<file path="src/rtl/fir4_tdm_sched.sv">
// fir4_tdm_sched: time-division-multiplexed 4-tap moving sum shared by NCH channels.
// A round-robin arbiter picks one eligible channel per cycle. That channel's
// 4-deep history shifts in the new sample, and the tap sum comes out two edges
// after acceptance.
//
// Ports
//   clk        : clock, rising edge
//   reset      : asynchronous active-low reset
//   in_valid   : per-channel sample offer
//   in_data    : channel i sample on [i*w +: w], unsigned
//   in_ready   : one-hot grant (combinational; zero while stalled, flushing or idle)
//   ch_en      : per-channel grant eligibility
//   flush      : single-cycle request to clear every channel history
//   flush_busy : high while the flush sweep runs (NCH cycles)
//   out_valid  : out_data/out_ch hold a result
//   out_ready  : sink accepts the result when out_valid is also high
//   out_data   : w+2 bit unsigned sum of the channel's four newest samples
//   out_ch     : channel index of out_data
module fir4_tdm_sched #(
  parameter int unsigned w   = 16,
  parameter int unsigned NCH = 4
) (
  input  logic                    clk,
  input  logic                    reset,
  input  logic [NCH-1:0]          in_valid,
  input  logic [NCH*w-1:0]        in_data,
  output logic [NCH-1:0]          in_ready,
  input  logic [NCH-1:0]          ch_en,
  input  logic                    flush,
  output logic                    flush_busy,
  output logic                    out_valid,
  input  logic                    out_ready,
  output logic [w+1:0]            out_data,
  output logic [$clog2(NCH)-1:0]  out_ch
);

  localparam int unsigned CW = $clog2(NCH);
  localparam int unsigned OW = w + 2;

  typedef enum logic {RUN = 1'b0, FLUSH = 1'b1} state_e;

  state_e          state_q, state_d;
  logic [CW-1:0]   fcnt_q, fcnt_d;

  logic [w-1:0]    hist_q [NCH][4];
  logic [CW-1:0]   rr_q;
  logic            s1_valid_q;
  logic [OW-1:0]   s1_sum_q;
  logic [CW-1:0]   s1_ch_q;
  logic            out_valid_q;
  logic [OW-1:0]   out_data_q;
  logic [CW-1:0]   out_ch_q;

  logic [w-1:0]    samp [NCH];
  logic [NCH-1:0]  elig;
  logic            grant_found;
  logic [CW-1:0]   grant_idx;
  logic [31:0]     grant_pos;
  logic            can_grant;
  logic            stall;
  logic            accept;
  logic [w-1:0]    sel_sample;
  logic [OW-1:0]   new_sum;

  // Unpack the sample bus into one lane per channel.
  for (genvar g = 0; g < NCH; g++) begin : g_lane
    assign samp[g] = in_data[g*w +: w];
  end

  assign elig      = in_valid & ch_en;
  assign stall     = out_valid_q & ~out_ready;
  // Flush wins over a same-cycle handshake, so the grant is withheld when flush is seen.
  assign can_grant = reset & (state_q == RUN) & ~stall & ~flush;

  // Round-robin search: first eligible channel at or after rr_q, wrapping at NCH.
  always_comb begin
    grant_found = 1'b0;
    grant_idx   = '0;
    grant_pos   = '0;
    for (int unsigned off = 0; off < NCH; off++) begin
      grant_pos = 32'(rr_q) + off;
      if (grant_pos >= NCH) grant_pos = grant_pos - NCH;
      if (!grant_found && elig[CW'(grant_pos)]) begin
        grant_found = 1'b1;
        grant_idx   = CW'(grant_pos);
      end
    end
  end

  assign in_ready   = (grant_found && can_grant) ? (NCH'(1'b1) << grant_idx) : '0;
  assign accept     = |(in_ready & in_valid);
  assign sel_sample = samp[grant_idx];

  // Sum of the post-shift window: the new sample plus the three newest stored taps.
  // It is captured at acceptance so a later flush sweep cannot disturb a pending result.
  assign new_sum = OW'(sel_sample) + OW'(hist_q[grant_idx][0])
                 + OW'(hist_q[grant_idx][1]) + OW'(hist_q[grant_idx][2]);

  // FSM state register.
  always_ff @(posedge clk or negedge reset) begin
    if (!reset) begin
      state_q <= RUN;
      fcnt_q  <= '0;
    end else begin
      state_q <= state_d;
      fcnt_q  <= fcnt_d;
    end
  end

  // FSM next state: the flush sweep visits channel 0..NCH-1, one per cycle.
  always_comb begin
    state_d = state_q;
    fcnt_d  = fcnt_q;
    case (state_q)
      RUN: begin
        if (flush) begin
          state_d = FLUSH;
          fcnt_d  = '0;
        end
      end
      FLUSH: begin
        if (fcnt_q == CW'(NCH - 1)) state_d = RUN;
        else                        fcnt_d  = fcnt_q + CW'(1);
      end
      default: state_d = RUN;
    endcase
  end

  assign flush_busy = (state_q == FLUSH);

  // Per-channel histories: cleared by the flush sweep, shifted on acceptance.
  always_ff @(posedge clk or negedge reset) begin
    if (!reset) begin
      for (int unsigned c = 0; c < NCH; c++) begin
        for (int unsigned t = 0; t < 4; t++) hist_q[c][t] <= '0;
      end
    end else begin
      for (int unsigned c = 0; c < NCH; c++) begin
        if (state_q == FLUSH && fcnt_q == CW'(c)) begin
          for (int unsigned t = 0; t < 4; t++) hist_q[c][t] <= '0;
        end else if (accept && grant_idx == CW'(c)) begin
          hist_q[c][0] <= sel_sample;
          hist_q[c][1] <= hist_q[c][0];
          hist_q[c][2] <= hist_q[c][1];
          hist_q[c][3] <= hist_q[c][2];
        end
      end
    end
  end

  // Two-stage result pipeline and round-robin pointer; everything freezes on stall.
  always_ff @(posedge clk or negedge reset) begin
    if (!reset) begin
      rr_q        <= '0;
      s1_valid_q  <= 1'b0;
      s1_sum_q    <= '0;
      s1_ch_q     <= '0;
      out_valid_q <= 1'b0;
      out_data_q  <= '0;
      out_ch_q    <= '0;
    end else if (!stall) begin
      s1_valid_q <= accept;
      if (accept) begin
        s1_sum_q <= new_sum;
        s1_ch_q  <= grant_idx;
        rr_q     <= (grant_idx == CW'(NCH - 1)) ? '0 : grant_idx + CW'(1);
      end
      out_valid_q <= s1_valid_q;
      if (s1_valid_q) begin
        out_data_q <= s1_sum_q;
        out_ch_q   <= s1_ch_q;
      end
    end
  end

  assign out_valid = out_valid_q;
  assign out_data  = out_data_q;
  assign out_ch    = out_ch_q;

endmodule
</file>
<file path="config.mk">
export PLATFORM = sky130hd
export DESIGN_NAME = fir4_tdm_sched
export DESIGN_NICKNAME = d
export VERILOG_FILES = /design/src/rtl/fir4_tdm_sched.sv
export SDC_FILE = /design/constraint.sdc
export NUM_CORES = 1
export LEC_CHECK = 0
export CORE_ASPECT_RATIO = 0.9
export CORE_MARGIN = 3
export CORE_UTILIZATION = 45
export DETAILED_ROUTE_END_ITERATION = 6
export PLACE_DENSITY = 0.69
export SETUP_SLACK_MARGIN = 0.05
export SLEW_MARGIN = 5
export SYNTH_ARGS = -nofsm -noshare
export SYNTH_HDL_FRONTEND = slang
export SYNTH_SLANG_ARGS = --single-unit
</file>
<file path="constraint.sdc">
create_clock -name clk -period 13.26 [get_ports clk]
set_clock_uncertainty 0.1 [all_clocks]
set_input_delay 2.652 -clock clk [delete_from_list [all_inputs] [get_ports clk]]
set_output_delay 2.652 -clock clk [all_outputs]
set_load 0.02 [all_outputs]
</file>
Word level (Yosys, flattened, before mapping) --
Index checks and enable logic that the tools add are counted.
Cells by class: reduce and logical (&&, ||, !) cells 25, bitwise operators 11, $add $sub $neg 12, mux-type cells 42, equality and inequality tests 8, shifts and indexed selects 1, magnitude comparators 9
Operators with widths (number):
- 64-bit two-way mux | 10
- 64-bit binary-select mux with 2-bit select | 1
- 16-bit binary-select mux with 2-bit select | 1
- 16-bit two-way mux | 2
- 2-bit two-way mux | 11
- 17-bit by 16-bit adder with 18-bit output | 1
- 18-bit by 16-bit adder with 18-bit output | 1
- 16-bit by 16-bit adder with 17-bit output | 1
- 3-bit >= comparator (second input constant) | 4
- 1-bit logical AND | 12
- 2-bit by 3-bit < comparator with 1-bit output (second input constant) | 4
- 1-bit two-way mux | 10
- 4-bit bitwise AND | 2
- 1-bit binary-select mux with 2-bit select | 4
- 2-bit equality test (second input constant) | 4
- 2-bit nonzero test | 4
- 2-bit by 1-bit subtractor with 2-bit output (second input constant) | 4
- 2-bit by 2-bit adder with 3-bit output (second input constant) | 2
- 2-bit AND reduction | 3
- 2-bit by 1-bit adder with 2-bit output (second input constant) | 2
- 1-bit bitwise AND | 4
- 2-bit by 1-bit equality test with 1-bit output (second input constant) | 2
- 2-bit zero test | 2
- 4-bit two-way mux | 1
- other kinds (10) | 16
Storage, ports and cells: bits in registers 303, input bits 76, output and inout bits 26, word-level logic and storage cells 133

Depth between registers and ports, before layout --
word-level depth 21, mapped depth 21, depth with buffers taken out 18

Least setup slack after synthesis --
No wires, ideal clock.
path type input to register, start input port in_valid[1], end register s1_sum_q[15], data required time 13.028 ns, cell stages on the path 21, library setup time 0.132 ns, buffers on the path 3, arrival 6.848 ns, path slack 6.180 ns, cell sequence and2_1 > o221ai_1 > a21oi_1 > inv_2 > buf_4 > buf_4 > clkbuf_1 > nand2_1 > nand3_1 > o21ai_0 > fa_1 > fa_1 > inv_1 > ha_1 > fa_1 > a21o_1 > a221oi_2 > a31oi_1 > o41ai_1 > xor2_1 > o21ai_1
On the way: longest elaborated chain between the ends 20, elaborated cells between the ends (all ways) 39, those cells by class add/sub: 3; shift: 1; mux: 23; bitwise: 3; reduce/logical: 9
RTL lines:
- start: declaration | RTL line 25 | input logic [NCH-1:0] in_valid,
- 4-bit bitwise AND | RTL line 70 | assign elig = in_valid & ch_en;
- 1-bit binary-select mux with 2-bit select | RTL line 83 | if (!grant_found && elig[CW'(grant_pos)]) begin
- 1-bit two-way mux (implied by the code) | RTL line 83
- 1-bit two-way mux | RTL line 83
- 1-bit zero test | RTL line 83
- 1-bit logical AND | RTL line 83
- 1-bit two-way mux | RTL line 83
- 1-bit zero test | RTL line 83
- [3 not listed]
- 1-bit logical AND | RTL line 83
- 2-bit two-way mux | RTL line 83
- 2-bit NOT with 3-bit output (implied by the code) | RTL line 92, 96, 97
- 16-bit binary-select mux with 2-bit select or 64-bit binary-select mux with 2-bit select (tied branches) | RTL line 92, 96, 97
- 16-bit two-way mux (implied by the code) or 64-bit two-way mux (tied branches) (2 in series) | RTL line 92, 97
- 16-bit by 16-bit adder with 17-bit output | RTL line 96 | assign new_sum = OW'(sel_sample) + OW'(hist_q[grant_idx][0])
- 17-bit by 16-bit adder with 18-bit output | RTL line 97 | + OW'(hist_q[grant_idx][1]) + OW'(hist_q[grant_idx][2]);
- 18-bit by 16-bit adder with 18-bit output | RTL line 97
- end signal: assignment | RTL line 164 | s1_sum_q <= new_sum;
- end: declaration | RTL line 48 | logic [OW-1:0] s1_sum_q;
Several ways; a longest one is shown, not always the timed one. The select of a mux whose other input is x is not followed. A chain may end at the register's enable or synchronous reset.

Final worst setup path --
start input port in_valid[2], end register s1_sum_q[15]
Same word-level chain as after synthesis.

==> results.py <==
metrics = {
    "run_status": {
        "outcome": "finished clean",
    },
    "setup_path": {
        "start_kind": "input port",
        "worst_setup_path_end_kind": "flip-flop",
        "crit_type": "input port to flip-flop",
        "path_max_fanout": 46,
        "critical_path_arrival_ns": 9.22,
        "max_stage_delay_ns": 0.60,
        "cp.required_ns": 13.55,
        "slowest_stage": "buf_4",
        "worstPathCellList": "clkdlybuf4s50_1 -> nand2_1 -> o221ai_1 -> a21oi_4 -> buf_4 -> inv_4 -> buf_4 -> buf_4 -> mux2i_1 -> mux2i_1 -> fa_1 -> inv_1 -> fa_1 -> inv_1 -> fa_1 -> a21o_1 -> a221oi_2 -> a31oi_1 -> o41ai_1 -> xor2_1 -> o21ai_1",
    },
    "cts": {
        "cts_buffers": 27,
        "htreeDepth": 1,
        "cts_resized": 0,
        "cts.reportedPaths.clkPinSlew_ns": 0.06,
        "cts_setup_buffers": 0,
        "cts_tree": "done",
        "clkLatencyLatePin_ns": 0.54,
        "postCtsHoldBufs": 0,
        "cts_root_buffer": "clkbuf_16",
        "cts_sinks": 239,
        "clockBufferDepth": 3,
    },
    "timing": {
        "finalMaxSlewViolations": 0,
        "rsz0062_at_grt": "no",
        "tns_ns": 0,
        "period_share": 0.674,
        "holdWs_ns": 0.384,
        "period_minus_slack_ns": 8.93,
        "layout_setup_ws_ns": 4.33,
        "fmax_mhz": 112,
        "setup_viol": 0,
        "hold_viol": 0,
        "slew_headroom": 0.207,
        "worst_pin_slew_ns": 1.19,
    },
    "layout": {
        "final_net_count": 1446,
        "final_area_um2": 14600,
        "area_delta_synth_final_pct": 16.3,
        "utilization": 0.537,
        "drive_above_1_share": 0.0736,
        "final_cells": 1685,
        "diodes": 0,
    },
    "placed_design": {
        "dpl_worst_slack_ns": 3.87,
        "dpl_cell_area_um2": 13700,
        "dpl.cell_count": 1638,
        "io_buffers": 101,
        "dp_hpwl_um": 20000,
        "finalWeightedCongestion": 0.863,
    },
    "synth": {
        "ys_ff_latch": 239,
        "syn_area_um2": 12600,
        "syn_inst": 1261,
        "synth_cell_type_count": 54,
        "synth_flop_cell": "dfrtp_1",
        "ys_warn_count": 0,
        "synth-edff-count": 0,
        "synthArstFlopShare": 1.00,
        "syn_nets": 1394,
        "yosysSeqAreaShare": 0.475,
        "syn_area_per_cell_um2": 9.98,
    },
    "min_path": {
        "min_path_type": "flip-flop to flip-flop",
    },
    "routing": {
        "drcViolationCount": 0,
        "vias": 9787,
        "wl_um": 32400,
        "dr.pass1.iters": 5,
        "viasPerCell": 5.81,
        "drt_iter0_drc": 739,
        "wl_per_cell_um": 19.2,
        "ant_nets": 0,
    },
    "global_route": {
        "grt-ovfl-total": 0,
        "grt_pass1_wl_um": 52900,
        "grt_usage": 0.217,
        "grt_start_max_net_pins": 99,
        "grt_pass1_vias": 9696,
        "antenna_found_initial": 0,
    },
    "floorplan": {
        "io_pins": 102,
        "dieArea_um2": 30000,
        "core_area_um2": 27200,
        "start_util": 0.462,
        "chipHeight_um": 165,
        "dieWidth_um": 182,
        "num_rows": 57,
    },
    "power_and_ir_drop": {
        "power_mw": 2.90,
        "seq_power_share": 0.296,
        "combPwrFrac": 0.428,
        "ir_worst_vdd_v": 0.000134,
        "p_leak_nw": 7.04,
        "switching_power_mw": 1.16,
        "cellInternalPower_mw": 1.74,
        "p_clk_frac": 0.276,
        "powerDensity_nw_per_um2": 198,
        "switching_share": 0.399,
    },
    "job": {
        "maxCapViolCount": 0,
    },
}
-- path summary, 6_finish.rpt --
path,end,from,slack (ns),cells after the start
worst max register to register,s1_sum_q[15],rr_q[0],6.68,19
worst min register to register,s1_sum_q[1],s1_sum_q[1],0.38,2
worst min-delay path,s1_sum_q[1],s1_sum_q[1],0.38,2
min in group asynchronous,fcnt_q[0],reset,2.05,1
worst max-delay path,s1_sum_q[15],in_valid[2],4.33,21
max in group asynchronous,hist_q[35],reset,9.55,2
-- routing by layer --
layer / global-route usage / wire, um / vias up
li1: - / - / 4478
met1: 0.320 / 15200 / 4920
met2: 0.341 / 14300 / 346
met3: 0.0374 / 2320 / 43
met4: 0.0429 / 524 / 0
met5: 0 / 0 / -
-- sequential cells by signal, summed over array words and instances, names as in the netlist --
register and cells:
out_data 18, out_ch 2, out_valid 1, fcnt_q 2
s1_sum_q 18, rr_q 2, hist_q 192, flush_busy 1
s1_valid_q 1, s1_ch_q 2
-- power groups by stage --
stage | Clock, mW | Combinational, mW | Sequential, mW
2_1_floorplan | 0 | 0.829 | 0.872
3_3_place_gp | 0 | 1.20 | 0.868
3_5_place_dp | 0 | 1.22 | 0.870
4_1_cts | 0.815 | 1.23 | 0.858
5_1_grt | 0.842 | 1.37 | 0.868
6_report | 0.800 | 1.24 | 0.858
-- cells in the final DEF (no fill, tap or decap), types with 3 or more instances in the layout --
cell / count
dfrtp_1: 239
clkbuf_1: 4
clkbuf_16: 27
and3_1: 42
nand2b_1: 3
and2_1: 8
buf_4: 15
xor2_1: 9
nor2_1: 7
a22oi_1: 5
nand3_1: 25
ha_1: 25
xnor2_1: 3
a21oi_4: 4
inv_1: 64
o211ai_1: 3
mux2i_1: 48
a22o_1: 144
bufinv_16: 6
o21ai_1: 3
and3_2: 4
a21o_1: 17
mux2_2: 22
nand4_1: 3
nor3_1: 3
fa_1: 32
clkdlybuf4s50_1: 100
a31oi_1: 29
a21oi_1: 48
clkinv_2: 6
o21ai_0: 37
nand2_1: 312
-- cell usage after synthesis, drive strengths merged (3+ instances only) --
cell / n / share of area
a31oi: 29 / 0.014
a22oi: 5 / 0.0030
clkbuf: 37 / 0.011
a21oi: 52 / 0.022
a21o: 17 / 0.010
nand2b: 3 / 0.0015
ha: 25 / 0.025
nor2: 7 / 0.0021
xnor2: 3 / 0.0021
nor3: 3 / 0.0012
and3: 46 / 0.023
o21ai: 40 / 0.016
dfrtp: 239 / 0.48
nand3: 25 / 0.0099
mux2: 22 / 0.020
nand2: 314 / 0.094
buf: 56 / 0.030
xor2: 9 / 0.0063
fa: 32 / 0.051
inv: 65 / 0.019
nand4: 3 / 0.0015
and2: 9 / 0.0046
o211ai: 3 / 0.0018
mux2i: 48 / 0.038
a22o: 144 / 0.10
-- final cells by class --
class                      count  area, um^2
clock buffer                  33         718
clock inverter                14         226
fill                        2418       12600
inverter                      65         246
multi-input combinational    864        5900
sequential                   239        5980
tap                          354         443
timing repair buffer         116        1130
-- critical path, delay by kind of cell --
family	cells	cell delay (ns)
mux	2	0.49
buf+inv	7	2.43
fa+ha+maj	3	1.57
simple gates	1	0.14
compound gates	7	1.68
xor+xnor	1	0.19
-- cells by family (layout without fill, tap and decap cells) --
| logic type | count (synthesis) | count (layout) | synth area share |
|---|---|---|---|
| compound gates | 309 | 309 | 0.181 |
| xor+xnor | 12 | 12 | 0.00835 |
| fa+ha+maj | 57 | 57 | 0.0757 |
| buf+inv | 158 | 228 | 0.0602 |
| flops | 239 | 239 | 0.475 |
| mux | 70 | 70 | 0.0578 |
| simple gates | 416 | 416 | 0.141 |
Note: power is estimated with default switching activity, not from simulation.
